$ cat config.mk
export PLATFORM = sky130hd
export DESIGN_NAME = draw_rect_fill
export DESIGN_NICKNAME = d
export VERILOG_FILES = /design/src/rtl/draw_rect_fill.sv
export SDC_FILE = /design/constraint.sdc
export NUM_CORES = 1
export LEC_CHECK = 0
export CAP_MARGIN = 20
export CORE_AREA = 4 4 88 90
export DETAILED_ROUTE_END_ITERATION = 6
export DIE_AREA = 0 0 92 94
export GPL_ROUTABILITY_DRIVEN = 0
export PLACE_DENSITY = 0.75
export SLEW_MARGIN = 15
export SYNTH_ARGS = -nofsm -noshare
export SYNTH_HDL_FRONTEND = slang
export SYNTH_SLANG_ARGS = --single-unit
$ cat constraint.sdc
create_clock -name clock -period 3.1 [get_ports clock]
set_clock_uncertainty 0.05 [all_clocks]
set_input_delay 0.31 -clock clock [delete_from_list [all_inputs] [get_ports clock]]
set_output_delay 0.31 -clock clock [all_outputs]
set_load 0.02 [all_outputs]
$ cat src/rtl/draw_rect_fill.sv
// Purpose: clipped rectangle fill engine (solid / XOR / checker / colour-key) driving a screen RMW interface.
// Latency: draw_en at edge N -> screen_start in cycle N+1; screen_done at edge M -> draw_done in cycle M+1.
// Backpressure: one command at a time; draw_en outside S_IDLE is dropped, never queued.
//
// Ports:
//   clock, resetn                  - clock, synchronous active-low reset
//   draw_en, mode, colour, colour2 - command request and pixel mode/colours
//   x_min, y_min, x_range, y_range - requested rectangle (clipped to the screen at acceptance)
//   busy, draw_done                - status: busy while drawing, one-cycle completion pulse
//   screen_start, screen_*_min/range - region request to the screen interface
//   screen_x, screen_y, old_screen_colour, screen_done - live pixel feed from the interface
//   new_screen_colour              - combinational pixel value to write back
module draw_rect_fill #(
    parameter int WIDTH         = 8,
    parameter int COLOUR_WIDTH  = 3,
    parameter int SCREEN_SIZE_X = 160,
    parameter int SCREEN_SIZE_Y = 120
) (
    input  logic                    clock,
    input  logic                    resetn,
    input  logic                    draw_en,
    input  logic [1:0]              mode,
    input  logic [COLOUR_WIDTH-1:0] colour,
    input  logic [COLOUR_WIDTH-1:0] colour2,
    input  logic [WIDTH-1:0]        x_min,
    input  logic [WIDTH-1:0]        y_min,
    input  logic [WIDTH-1:0]        x_range,
    input  logic [WIDTH-1:0]        y_range,
    output logic                    busy,
    output logic                    draw_done,
    output logic                    screen_start,
    output logic [COLOUR_WIDTH-1:0] new_screen_colour,
    output logic [WIDTH-1:0]        screen_x_min,
    output logic [WIDTH-1:0]        screen_y_min,
    output logic [WIDTH-1:0]        screen_x_range,
    output logic [WIDTH-1:0]        screen_y_range,
    input  logic [WIDTH-1:0]        screen_x,
    input  logic [WIDTH-1:0]        screen_y,
    input  logic [COLOUR_WIDTH-1:0] old_screen_colour,
    input  logic                    screen_done
);

    typedef enum logic [1:0] {S_IDLE, S_START, S_DRAW, S_DONE} state_t;

    localparam logic [1:0] MODE_SOLID   = 2'b00;
    localparam logic [1:0] MODE_XOR     = 2'b01;
    localparam logic [1:0] MODE_CHECKER = 2'b10;

    // One extra bit so the room left to the screen edge never wraps.
    localparam logic [WIDTH:0] LIM_X = (WIDTH+1)'(SCREEN_SIZE_X);
    localparam logic [WIDTH:0] LIM_Y = (WIDTH+1)'(SCREEN_SIZE_Y);

    state_t                  state;
    logic [1:0]              lat_mode;
    logic [COLOUR_WIDTH-1:0] lat_colour;
    logic [COLOUR_WIDTH-1:0] lat_colour2;

    logic [WIDTH:0]   x_avail;
    logic [WIDTH:0]   y_avail;
    logic [WIDTH-1:0] x_clip;
    logic [WIDTH-1:0] y_clip;
    logic             region_empty;

    always_comb begin
        x_avail      = LIM_X - {1'b0, x_min};
        y_avail      = LIM_Y - {1'b0, y_min};
        region_empty = ({1'b0, x_min} >= LIM_X) || ({1'b0, y_min} >= LIM_Y) ||
                       (x_range == '0) || (y_range == '0);
        // When the available room is the full 2^WIDTH span, x_range is always
        // smaller, so truncating the avail value never loses a taken result.
        x_clip = ({1'b0, x_range} < x_avail) ? x_range : x_avail[WIDTH-1:0];
        y_clip = ({1'b0, y_range} < y_avail) ? y_range : y_avail[WIDTH-1:0];
    end

    always_ff @(posedge clock) begin
        if (!resetn) begin
            state          <= S_IDLE;
            busy           <= 1'b0;
            draw_done      <= 1'b0;
            screen_start   <= 1'b0;
            lat_mode       <= '0;
            lat_colour     <= '0;
            lat_colour2    <= '0;
            screen_x_min   <= '0;
            screen_y_min   <= '0;
            screen_x_range <= '0;
            screen_y_range <= '0;
        end else begin
            case (state)
                S_IDLE: begin
                    draw_done <= 1'b0;
                    if (draw_en) begin
                        lat_mode     <= mode;
                        lat_colour   <= colour;
                        lat_colour2  <= colour2;
                        screen_x_min <= x_min;
                        screen_y_min <= y_min;
                        if (region_empty) begin
                            // Empty region: skip the interface entirely.
                            screen_x_range <= '0;
                            screen_y_range <= '0;
                            state          <= S_DONE;
                            draw_done      <= 1'b1;
                        end else begin
                            screen_x_range <= x_clip;
                            screen_y_range <= y_clip;
                            state          <= S_START;
                            screen_start   <= 1'b1;
                            busy           <= 1'b1;
                        end
                    end
                end
                S_START: begin
                    screen_start <= 1'b0;
                    state        <= S_DRAW;
                end
                S_DRAW: begin
                    if (screen_done) begin
                        state     <= S_DONE;
                        busy      <= 1'b0;
                        draw_done <= 1'b1;
                    end
                end
                S_DONE: begin
                    draw_done <= 1'b0;
                    state     <= S_IDLE;
                end
                default: begin
                    state        <= S_IDLE;
                    busy         <= 1'b0;
                    draw_done    <= 1'b0;
                    screen_start <= 1'b0;
                end
            endcase
        end
    end

    always_comb begin
        new_screen_colour = lat_colour;
        case (lat_mode)
            MODE_SOLID:   new_screen_colour = lat_colour;
            MODE_XOR:     new_screen_colour = old_screen_colour ^ lat_colour;
            MODE_CHECKER: new_screen_colour = (screen_x[0] ^ screen_y[0]) ? lat_colour2 : lat_colour;
            default:      new_screen_colour = (old_screen_colour == lat_colour2) ? lat_colour
                                                                                : old_screen_colour;
        endcase
    end

endmodule

==> results of run 1 <==
## metrics by stage
step	setup TNS [ps]	instances
2_1_floorplan	0	347
3_3_place_gp	-2230	546
3_5_place_dp	-2840	546
4_1_cts	0	554
5_1_grt	-121	557
6_report	0	557
## worst max-delay path, cell delays in order
cell,delay [ps]
clkdlybuf4s50_1,420
or4_4,550
o21a_1,190
or3_1,320
nand2_2,80
inv_1,40
ha_2,170
a211oi_2,190
o21ai_1,90
o21ai_1,190
buf_4,170
mux2_2,340
o21ai_2,120
## timing repair
action | in CTS | in global routing
gates resized for setup | 0 | 16
setup endpoints to repair | 0 | 11
setup buffers | 0 | 2
hold endpoints to repair | 0 | 0
## registers in the layout, summed over array words and instances (netlist names)
name / flops
screen_x_min: 8
lat_colour: 3
busy: 1
screen_x_range: 8
state: 2
draw_done: 1
lat_mode: 2
screen_y_min: 8
lat_colour2: 3
screen_start: 1
screen_y_range: 8
## per-layer routing
layer | wire (um) | global-route usage | share of wire | vias to the layer above
met5 | 0 | 0 | 0 | -
met3 | 398 | 0.0409 | 0.052 | 6
met2 | 3720 | 0.298 | 0.48 | 66
li1 | - | - | - | 1426
met4 | 72 | 0.0421 | 0.0094 | 0
met1 | 3490 | 0.224 | 0.45 | 1299
## cell type report
class	instances	area, um2	share of cell area
clock buffers	6	72.6	0.0177
clock inverters	2	38.8	0.00943
inverters	19	71.3	0.0173
multi-input cells	271	1830	0.444
flip-flops and latches	45	901	0.219
well taps	99	124	0.0301
repair buffers	115	1080	0.262
## cell families (layout without fill, tap and decap cells)
| logic type | Yosys count | in the layout | synth area share |
|---|---|---|---|
| and+or+nand+nor | 135 | 136 | 0.230 |
| muxes | 18 | 18 | 0.0681 |
| DFF | 45 | 45 | 0.322 |
| xor gates and xnor gates | 12 | 12 | 0.0376 |
| buffers and inverters | 32 | 142 | 0.0470 |
| adders and majority gates | 21 | 21 | 0.0940 |
| AOI/OAI and AO/OA | 84 | 84 | 0.201 |
## worst max path at each step
stage	cells past startpoint	slack, ps	startpoint	end
4_1_cts	13	0.4	x_min[0]	screen_x_range[5]$_SDFFE_PN0P_
2_1_floorplan	11	80	x_min[0]	screen_x_range[2]$_SDFFE_PN0P_
3_3_place_gp	13	-220	x_min[0]	screen_x_range[2]$_SDFFE_PN0P_
3_5_place_dp	13	-270	x_min[0]	screen_x_range[5]$_SDFFE_PN0P_
5_1_grt	13	-60	x_min[0]	screen_x_range[5]$_SDFFE_PN0P_
6_report	13	100	x_min[0]	screen_x_range[5]$_SDFFE_PN0P_
## report_power, final
| part | switching (uW) | total, uW | internal [uW] | leakage [uW] |
|---|---|---|---|---|
| clock network | 209 | 451 | 242 | 0.0000554 |
| registers | 76.3 | 755 | 678 | 0.000367 |
| logic | 498 | 930 | 432 | 0.00122 |
| total | 783 | 2140 | 1350 | 0.00165 |
## cell usage in the layout, fill, tap and decap left out, types with 5 or more instances in the layout
cell type,instances
a21boi_0,24
a21oi_1,17
buf_4,29
clkbuf_8,5
clkdlybuf4s50_1,86
dfxtp_1,45
ha_1,20
inv_1,19
mux2_2,8
mux2i_1,9
nand2_1,82
nor2_1,14
nor2b_1,6
nor4_1,5
o21ai_0,11
o21ai_2,13
xnor2_1,6
xor2_1,6
==> summary.md, run 1 <==
| Metric | Value |
|---|---|
| Max-cap viol count | `0` |
| Number of synthesized flops with an enable pin | `0` |
| Antenna diodes | `0` |
| Pre-CTS setup slack | `-274 ps` |
| Die Wd | `approximately 92 um` |
| Skew-Pair Late Insertion Delay | `300 ps` |
| Hold path endpoint | `screen_x_range[3]$_SDFFE_PN0P_` |
| Clock H-tree levels | `2` |
| Synth Warn # | `0` |
| First-pass GRT wire length | `about 12000 um` |
| HP Class | `register to register` |
| Synth Area per Inst | `between 8 and 9 um2` |
| Power Total | `about 2100 uW` |
| Vias | `approximately 2800` |
| Critical path class | `primary input to register` |
| F_max | `approximately 330 MHz` |
| Endpoints failing hold | `0` |
| Actual slew at the worst max-slew pin | `around 680 ps` |
| Inserted Clock Buffers | `5` |
| Clock Root Buffer | `clkbuf_8` |
| WL final | `between 7000 and 8000 um` |
| Initial core utilization | `0.396` |
| Status | `finished clean` |
| DRC viols | `0` |
| Worst EP required | `around 3300 ps` |
| CTS sink count | `45` |
| Min Tclk post-route | `around 3000 ps` |
| Ys async rst share | `0` |
| DRT antenna net count | `0` |
| Layout cells sized above 1 | `0.148` |
| GRT overflow | `0` |
| Core ar. | `0.00706 mm2` |
| Clock Path Buffers | `2` |
| Io pins | `~100` |
| Count leader, synth | `nand2_1` |
| Worst Slack Setup Final | `between 100 and 150 ps` |
| Fin area | `0.00411 mm2` |
| Clock transition at path regs | `approximately 80 ps` |
| Worst reg-to-reg path cell count | `6` |
| Commonest cells post-synth | `nand2_1 (83), dfxtp_1 (45), a21boi_0 (24)` |
| I/O Buffers | `86` |
| Fillers | `about 640` |
| Static leakage | `around 0.0016 uW` |
| Number of global-route vias before repair | `~2600` |
| Hold Buf Count CTS | `0` |
| Peak VDD IR | `0.000238 V` |
| Drt pass-1 iters | `4` |
| Site row count | `31` |
| Largest net degree at the start of global routing | `31` |
| Largest area contributor in the synthesized netlist | `dfxtp_1` |
| Yosys top cell area share | `0.322` |
| PD cells | `roughly 520 mW/mm2` |
| Slew headroom | `0.549` |
| Fin nets | `541` |
| Syn Inst Count | `about 350` |
| Reg-to-reg slack, setup | `approximately 1300 ps` |
| Hold_ws | `roughly 410 ps` |
| Area post-placement | `between 0.003 and 0.004 mm2` |
| Syn_nets | `roughly 430` |
| Seq/Total Area, Yosys | `0.322` |
| Min-delay src | `screen_x_range[3]$_SDFFE_PN0P_` |
| DP Wirelength | `approximately 5900 um` |
| GRT Total Usage | `0.175` |
| Max Slew Vio Count | `0` |
| Cell area after synthesis | `~0.0028 mm2` |
| Ranking of synthesized cells by area | `dfxtp_1 (32%), nand2_1 (11%), ha_1 (9.4%)` |
| Period utilization | `0.967` |
| Yosys cell types | `43` |
| Die Area | `between 0.008 and 0.009 mm2` |
| CP endpoint kind | `register` |
| Synthesized flop and latch total | `45` |
| Crit Path Max Fanout | `4` |
| Worst r2r dst | `screen_x_range[5]$_SDFFE_PN0P_` |
| Worst r2r src | `state[1]$_SDFFE_PN0P_` |
| Final Setup Violations | `0` |
| DR iter-0 viols | `111` |
| Vias per std cell | `approximately 5` |
| Setup crit start kind | `primary input` |
| Primary FF master, synth | `dfxtp_1` |
| Hold Crit Depth | `2` |
| Die Y | `roughly 94 um` |
| Initial antenna violation count | `0` |
| Layout Utilization | `0.582` |
| CTS tree | `done` |
| Area Growth Syn to Fin | `47.2%` |
| Critical path arrival | `3180 ps` |
| DR WL/cell | `around 14 um` |
Power figures use the tool's default switching activity.
==> run 2, diff against run 1 <==
GPL_ROUTABILITY_DRIVEN = unset   (was 0)
==> results of run 2 <==
The final DEF is identical to that of run 1; final timing and power are the same.
==> run 3, diff against run 2 <==
CORE_AREA = 4 4 87 89   (was 4 4 88 90)
CTS_BUF_LIST = sky130_fd_sc_hd__clkbuf_4   (was unset)
DIE_AREA = 0 0 91 93   (was 0 0 92 94)
PLACE_DENSITY = 0.76   (was 0.75)
==> run 3 against run 2 <==
Sequential power hardly changed. Sequential cell count stayed put. Fmax hardly changed. Largest power group unchanged. Clock power is 32% lower.
==> summary.md, run 3 (synthesized netlist as in run 1, its figures left out) <==
| Metric | Value |
|---|---|
| Io pins | `101 (unchanged)` |
| Slew headroom | `0.596 (was 0.549)` |
| Peak VDD IR | `0.000290 V (was 0.000238 V)` |
| Slowest stage delay, CP | `550 ps (about the same)` |
| Crit path buffers/inverters | `3 (unchanged)` |
| Vias | `2775 (was 2797)` |
| Die Y | `93 um (was 94 um)` |
| Site row count | `30 (was 31)` |
| Max-cap viol count | `0 (unchanged)` |
| Crit Path Max Fanout | `4 (unchanged)` |
| Clock Path Buffers | `2 (unchanged)` |
| Clock Root Buffer | `clkbuf_4 (was clkbuf_8)` |
| Static leakage | `0.00163 uW (was 0.00165 uW)` |
| Max Slew Vio Count | `0 (unchanged)` |
| Setup crit start kind | `primary input (unchanged)` |
| CP endpoint kind | `register (unchanged)` |
| Most common cell after layout, fill and taps aside | `clkdlybuf4s50_1 (unchanged)` |
| I/O Buffers | `86 (unchanged)` |
| Antenna diodes | `0 (unchanged)` |
| Fin nets | `543 (was 541)` |
| Top cell by count, worst path | `o21ai_0 (was o21ai_1)` |
| DRT antenna net count | `0 (unchanged)` |
| Inserted Clock Buffers | `5 (unchanged)` |
| CTS sink count | `45 (unchanged)` |
| Most frequent cells in the layout | `clkdlybuf4s50_1 (86), nand2_1 (82), dfxtp_1 (45), buf_4 (32), a21boi_0 (24) (was clkdlybuf4s50_1 (86), nand2_1 (82), dfxtp_1 (45), buf_4 (29), a21boi_0 (24))` |
| Clock transition at path regs | `150 ps (was 80 ps)` |
| DR iter-0 viols | `83 (was 111)` |
| GRT Total Usage | `0.179 (was 0.175)` |
| Actual slew at the worst max-slew pin | `601 ps (was 676 ps)` |
| Skew-Pair Late Insertion Delay | `360 ps (was 300 ps)` |
| CTS tree | `done (unchanged)` |
| Initial antenna violation count | `0 (unchanged)` |
| Min Tclk post-route | `2990 ps (was 3000 ps)` |
| Die Wd | `91 um (was 92 um)` |
| Final Setup Violations | `0 (unchanged)` |
| Period utilization | `0.966 (was 0.967)` |
| HP Class | `register to register (unchanged)` |
| Vias per std cell | `5.14 (was 5.02)` |
| Layout cells sized above 1 | `0.139 (was 0.148)` |
| Endpoints failing hold | `0 (unchanged)` |
| DRC viols | `0 (unchanged)` |
| DP Wirelength | `5870 um (was 5890 um)` |
| Die Area | `0.00846 mm2 (was 0.00865 mm2)` |
| Clock H-tree levels | `2 (unchanged)` |
| Critical path's slowest cell | `or4_4 (unchanged)` |
| Hold_ws | `414 ps (was 407 ps)` |
| CP Cell Sequence | `clkdlybuf4s50_1 > or4_4 > o21a_1 > or3_1 > nand2_2 > inv_1 > ha_1 > a211oi_1 > o21ai_0 > o21ai_1 > buf_4 > mux2_2 > o21ai_0 (was clkdlybuf4s50_1 > or4_4 > o21a_1 > or3_1 > nand2_2 > inv_1 > ha_2 > a211oi_2 > o21ai_1 > o21ai_1 > buf_4 > mux2_2 > o21ai_2)` |
| Layout Utilization | `0.592 (was 0.582)` |
| Hold Buf Count CTS | `0 (unchanged)` |
| Largest net degree at the start of global routing | `26 (was 31)` |
| Power Total | `1970 uW (was 2140 uW)` |
| Worst EP required | `3350 ps (was 3280 ps)` |
| DR WL/cell | `13.7 um (was 13.8 um)` |
| Drt pass-1 iters | `4 (unchanged)` |
| Critical path class | `primary input to register (unchanged)` |
| First-pass GRT wire length | `12600 um (was 12200 um)` |
| GRT overflow | `0 (unchanged)` |
| Number of global-route vias before repair | `2732 (was 2569)` |
| Status | `finished clean (unchanged)` |
| F_max | `334 MHz (about the same)` |
| CP top delay family | `simple AND/OR/NAND/NOR gates (unchanged)` |
| Critical path arrival | `3240 ps (was 3180 ps)` |
| PD cells | `492 mW/mm2 (was 519 mW/mm2)` |
| Gpl congestion | `0.906 (was 0.913)` |
| Core ar. | `0.00676 mm2 (was 0.00706 mm2)` |
| Area Growth Syn to Fin | `43.2% (was 47.2%)` |
| Initial core utilization | `0.414 (was 0.396)` |
| WL final | `7420 um (was 7670 um)` |
-- run 3: cell count changes in the layout (fill, tap and decap cells not counted), sizes merged --
| cell | change |
|---|---|
| buf | +3 |
| bufinv | -1 |
| clkbuf | -1 |
| clkinv | -1 |
| clkinvlp | +1 |
| inv | +2 |
| nor4 | -1 |
-- run 3: area by class of cell --
class,count,area (um2)
timing repair buffer,118,1100
sequential,45,901
inverter,19,71.3
multi-input combinational,270,1760
clock buffer,5,37.5
fill,639,2760
tap,80,100
clock inverter,3,25.0
-- run 3: worst min-delay path, cell delays in order, from the launching register on --
cell,delay [ps]
dfxtp_1,340
nand2_1,60
o21ai_2,40
-- run 3: final timing paths --
kind	cells after the start	slack, ps	start	end
worst max-delay path	13	110	x_min[0]	screen_x_range[3]$_SDFFE_PN0P_
worst min-delay path	2	410	screen_y_range[5]$_SDFFE_PN0P_	screen_y_range[5]$_SDFFE_PN0P_
worst max register to register	7	1240	state[1]$_SDFFE_PN0P_	screen_y_range[4]$_SDFFE_PN0P_
worst min register to register	2	410	screen_y_range[5]$_SDFFE_PN0P_	screen_y_range[5]$_SDFFE_PN0P_
-- run 3: report_power, final --
| group | total (uW) | switching [uW] | internal (uW) |
|---|---|---|---|
| sequential | 752 | 74.2 | 678 |
| combinational | 911 | 485 | 426 |
| clock | 307 | 212 | 94.5 |
-- run 3: routing by layer --
layer  GRT usage  wire (um)  share of wire
met3      0.0370        385          0.052
met5           0          0              0
met4      0.0427         91          0.012
met2       0.317       3640           0.49
met1       0.224       3300           0.45
-- run 3: per-stage QoR --
stage	instance area [um2]	worst slack (ps)	instances	TNS [ps]
after floorplan	2790	79.2	347	0
after CTS	3970	136	536	0
after global routing	4000	-20.8	540	-25.2
final	4000	107	540	0
after detailed placement	3910	-264	528	-2660
after global placement	3910	-216	528	-2200
-- run 3: what timing repair did --
| action | CTS | global route |
|---|---|---|
| buffers inserted | 0 | 4 |
| resized for setup | 0 | 4 |
| endpoints found under the setup margin | 0 | 7 |
==> RTL edit 1: new RTL, settings of run 1 <==
Reset style: asynchronous (`resetn`), changed in one clocked block. Comments in the files are not updated.
--- a/src/rtl/draw_rect_fill.sv
+++ b/src/rtl/draw_rect_fill.sv
@@ -72,7 +72,7 @@
         y_clip = ({1'b0, y_range} < y_avail) ? y_range : y_avail[WIDTH-1:0];
     end
 
-    always_ff @(posedge clock) begin
+    always_ff @(posedge clock or negedge resetn) begin
         if (!resetn) begin
             state          <= S_IDLE;
             busy           <= 1'b0;
Behaviour: differs if resetn is asserted again (counterexample within 4 cycles, from zero or initial values and one cycle with resetn low); with resetn held inactive, the same outputs for 4 cycles.
==> RTL edit 1 against run 1 <==
- highest routed layer unchanged
- sequential cell count unchanged
- synthesized area increased by 1.7%
- synthesized cell count down 16%
- the flow now finishes with violations (negative hold slack)
- wire length is 4.4% lower
- setup slack improved by 0.089 ns
- register-to-register slack lost 0.27 ns
- power increased by 54%
- core utilization decreased by 0.35 points
- final area is 0.61% lower
- combinational power increased by 91%
- die area unchanged
- fmax grew 3.1%
==> RTL edit 1: results (changes against run 1) <==
- Post-Route Hold Slack: -0.0442 ns (-0.451 ns)
- Status: finished with violations
- Critical R2R Capture: screen_y_range[6]
- GRT Overall Usage: 17.5% (about the same)
- Avg Cell Area, Syn: 9.76 sq um (+21%)
- CP arrival: 3.08 ns (-0.10 ns)
- Final cell count without fillers: 500 (-10%)
- Unique cell type count in the Yosys netlist: 49 (+14%)
- Sequential fraction of the synthesis area: 39.6% (+7.4 points)
- Failing checks: negative hold slack
- Vias in the first global route: 2669 (+3.9%)
- Syn_nets: 375 (-13%)
- Synth top cells by count: 45 x dfrtp_1, 36 x nand2_1, 27 x mux2_2
- Pin count of the biggest net entering global routing: 46 (+48%)
- CTS Buffer Depth: 2 (unchanged)
- Met2 usage: 29.5% (-0.30 points)
- Leak pwr: 1.83 nW (+11%)
- Initial antenna violation count: 0 (unchanged)
- Top routing layer used: met4
- Met3 Routed Length: 451 um (+13%)
- M1 wire length: 3330 um (-4.5%)
- Synthesis warning total: 0 (unchanged)
- Final setup viols: 0 (unchanged)
- Ant diodes: 0 (unchanged)
- HP Class: in2async
- Layout cells sized above 1: 18.0% (+3.1 points)
- Routed wl met2: 3500 um (-5.9%)
- Crit path time final: 2.91 ns (-0.0894 ns)
- Final hold violation count: 45 (+45)
- Reg2reg start: state[1]
- FILL cells: 644 (+0.47%)
- HPWL Detailed: 5810 um (-1.4%)
- Hold-fix buffers, CTS: 0 (unchanged)
- Via/cell ratio: 5.05 (+0.53%)
- CTS Root Cell: clkbuf_8
- R2r worst-path depth: 6 (unchanged)
- Nets@finish: 485 (-10%)
- Max VDD drop: 0.524 mV (+120%)
- Clk slew on worst S/H paths: 0.08 ns (about the same)
- Flop-to-flop setup slack: 1.00 ns (-0.27 ns)
- Global-route met3 utilization: 3.77% (-0.32 points)
- Worst-path maximum fanout: 4 (unchanged)
- CP Capture Point: screen_y_range[3]
- Clk_lat worst skew: 0.29 ns
- Asr flop ratio synth: 100% (+100 points)
- Largest cells by area after synthesis: dfrtp_1 40%, mux2_2 11%, ha_1 9.3%
- Port Buf Inserts: 86 (unchanged)
- M1 GR Usage: 22.4% (-0.023 points)
- Worst-margin pin slew: 0.902 ns (+0.226 ns)
- Initial DRC count: 63 (-43%)
- Routed wire per std cell: 14.7 um (+6.5%)
- DRT Pass-1 Iters: 4 (unchanged)
- First-pass GRT wire length: 12300 um (+1.2%)
- CP Launch Point: y_min[0]
RTL edit 1: per-stage QoR:
step	cell area [sq um]	worst slack, ns	util [%]
finish	4090	0.193	57.9
global route	4090	0.0226	57.9
CTS	4070	0.0955	57.6
detailed placement	3960	-0.213	56.2
global placement	3960	-0.134	56.2
floorplan	2840	0.417	-
RTL edit 1: final cells by class:
cell class                      count  share of cell area (%)
Clock buffer                        5                    1.68
Sequential cell                    45                    27.6
Clock inverter                      2                   0.857
Inverter                           20                    1.84
Multi-Input combinational cell    215                    38.9
Timing Repair Buffer              114                    26.1
Tap cell                           99                    3.03
RTL edit 1: logic make-up (layout without fill, tap and decap cells):
logic type,Yosys count,in the layout,synth area share [%]
AO/OA/AOI/OAI,64,64,15.2
XOR/XNOR,14,14,4.32
adder cells (fa/ha/maj),21,21,9.25
buffers and inverters,31,141,4.71
flip-flops,45,45,39.6
multiplexers,34,34,13.5
AND/OR/NAND/NOR,82,82,13.3
RTL edit 1: timing repair:
item,4_1_cts,5_1_grt
gates resized for setup,0,2
setup buffers,0,1
setup endpoints to repair,0,12
RTL edit 1: worst max-delay path, stage by stage:
cell	delay (ns)
clkdlybuf4s50_1	0.48
inv_1	0.06
ha_1	0.21
inv_1	0.07
o21ai_0	0.10
xnor2_1	0.26
ha_1	0.30
a21o_1	0.19
a221oi_2	0.28
a221o_1	0.24
buf_4	0.15
mux2_2	0.33
o21ai_1	0.11
RTL edit 1: report_power, final:
part | internal (W) | leakage [nW] | switching (W)
Sequential | 0.000878 | 0.565 | 0.000208
Clock | 0.000235 | 0.0540 | 0.000200
Combinational | 0.000912 | 1.21 | 0.000865
Total | 0.00202 | 1.83 | 0.00127
==> RTL edit 2: new RTL, config.mk and constraints of run 1 <==
Without the edit above. Set the parameter `COLOUR_WIDTH` to 5 (it was 3).
--- a/src/rtl/draw_rect_fill.sv
+++ b/src/rtl/draw_rect_fill.sv
@@ -12,7 +12,7 @@
 //   new_screen_colour              - combinational pixel value to write back
 module draw_rect_fill #(
     parameter int WIDTH         = 8,
-    parameter int COLOUR_WIDTH  = 3,
+    parameter int COLOUR_WIDTH  = 5,
     parameter int SCREEN_SIZE_X = 160,
     parameter int SCREEN_SIZE_Y = 120
 ) (
Ports: changed (resized colour, colour2, new_screen_colour and old_screen_colour); port bits go from 101 to 109. No check against the original RTL was run, so the function may have changed too.
==> RTL edit 2 against run 1 <==
- final area is 3.9% higher
- non-clock buffer count stayed put
- global-route usage is 1.2 points higher
- wire length is 6.6% higher
- sequential cell count is 4 higher
- first-iteration DRC count is 32% lower
- synthesized area is 8.3% higher
- clock power is 13% lower
- power is 2.5% higher
- setup slack better by 0.085 ns
- cell count is 5.7% higher
- sequential power is 7.5% higher
- core utilization is 2.3 points higher
- critical endpoint is now screen_y_range[5]
==> RTL edit 2: results (changes against run 1) <==
- Max_slew headroom: 59.0% (+4.1 points)
- CP peak stage delay: 0.54 ns
- Routed wire per std cell: 13.9 um (+0.79%)
- Syn_nets: 471 (+9.3%)
- GRT Overall Usage: 18.7% (+1.2 points)
- Met2 usage: 34.5% (+4.7 points)
- Vias in the first global route: 2922 (+14%)
- Leak pwr: 1.72 nW (+4.5%)
- CTS Root Cell: clkbuf_8
- Via/cell ratio: 5.09 (+1.4%)
- HPWL Detailed: 6380 um (+8.3%)
- Post-Synth Adder-Cell Area: 8.27% (-1.1 points)
- M1 GR Usage: 22.1% (-0.27 points)
- Synth top cells by count: 90 x nand2_1, 49 x dfxtp_1, 29 x a21boi_0
- Port Buf Inserts: 94 (+9.3%)
- Max VDD drop: 0.322 mV (+36%)
- Global-route met3 utilization: 4.01% (-0.080 points)
- XOR/XNOR Fraction of Synth Area: 4.63% (+0.87 points)
- Post-CTS sizing: 0 (unchanged)
- Worst-path maximum fanout: 9 (+5)
- Residual DRC count: 0 (unchanged)
- Hold_sp: screen_y_range[2]
- Layout cells sized above 1: 11.0% (-3.8 points)
- Critical R2R Capture: screen_x_range[2]
- Post-synthesis mux area share: 5.91% (-0.89 points)
- P_int: 0.00133 W (-1.6%)
- Synth Area in Compound Gates: 22.0% (+1.9 points)
- Initial DRC count: 76 (-32%)
- R2r worst-path depth: 8 (+2)
- Status: completed
- Nets@finish: 578 (+6.8%)
- Worst Hold Path EP: screen_y_range[2]
- Pin count of the biggest net entering global routing: 36 (+16%)
- First-pass GRT wire length: 13300 um (+9.5%)
- Clk pwr share: 17.9% (-3.2 points)
- Clk_lat worst skew: 0.30 ns (about the same)
- CP Launch Point: y_min[0]
- Clk slew on worst S/H paths: 0.10 ns (+0.02 ns)
- Clock-net power: 0.000392 W (-13%)
- FILL cells: 652 (+1.7%)
- DRT Pass-1 Iters: 4 (unchanged)
- Sequential share of power: 37.1% (+1.8 points)
- Sequential fraction of the synthesis area: 32.4% (+0.18 points)
- Kind of cell adding the most delay to the critical path: simple AND/OR/NAND/NOR gates
- Flop-to-flop setup slack: 1.12 ns (-0.15 ns)
- Unique cell type count in the Yosys netlist: 46 (+7.0%)
- CTS Buffer Depth: 2 (unchanged)
- Worst path slowest cell: nor4_4
- Post-synth EDFFs: 0 (unchanged)
- Largest cells by area after synthesis: dfxtp_1 32%, nand2_1 11%, ha_1 8.3%
==> RTL edit 2: cell count changes after synthesis, sizes merged, moves of 3 or more <==
cell,before,now
a21boi,24,29
a21oi,17,20
clkbuf,9,12
dfxtp,45,49
nand2,83,90
nor2,14,26
xor2,6,9
==> RTL edit 2: through the flow <==
| step | setup slack [ns] | hold WS [ns] | area (sq um) | util [%] | cells |
|---|---|---|---|---|---|
| floorplan | 0.578 | 0.405 | 3030 | - | 382 |
| global placement | -0.0866 | 0.387 | 4180 | 59.1 | 581 |
| detailed placement | -0.137 | 0.395 | 4180 | 59.1 | 581 |
| CTS | 0.156 | 0.409 | 4270 | 60.4 | 589 |
| global route | 0.00958 | 0.426 | 4270 | 60.5 | 589 |
| finish | 0.189 | 0.405 | 4270 | 60.5 | 589 |
==> RTL edit 2: worst max-delay path by stage <==
stage / end / slack, ns / depth (start not counted)
after floorplan: screen_y_range[4] / 0.58 / 12
after global placement: screen_y_range[2] / -0.09 / 13
after detailed placement: screen_y_range[2] / -0.14 / 12
after CTS: new_screen_colour[4] / 0.16 / 8
after global routing: screen_y_range[3] / 0.01 / 13
final: screen_y_range[5] / 0.19 / 12
==> RTL edit 2: area by class of cell <==
| cell class | instances | area, sq um | area share [%] |
|---|---|---|---|
| multi-input combinational | 297 | 1900 | 44.5 |
| clock inverter | 3 | 21.3 | 0.498 |
| tap | 99 | 124 | 2.90 |
| inverter | 21 | 78.8 | 1.85 |
| clock buffer | 5 | 68.8 | 1.61 |
| sequential | 49 | 981 | 23.0 |
| timing repair buffer | 115 | 1100 | 25.7 |
==> RTL edit 2: routing by layer <==
layer,part of all wire [%],routed length (um)
met4,0.72,59
met1,43,3540
met3,4.9,402
met2,51,4180
met5,0,0
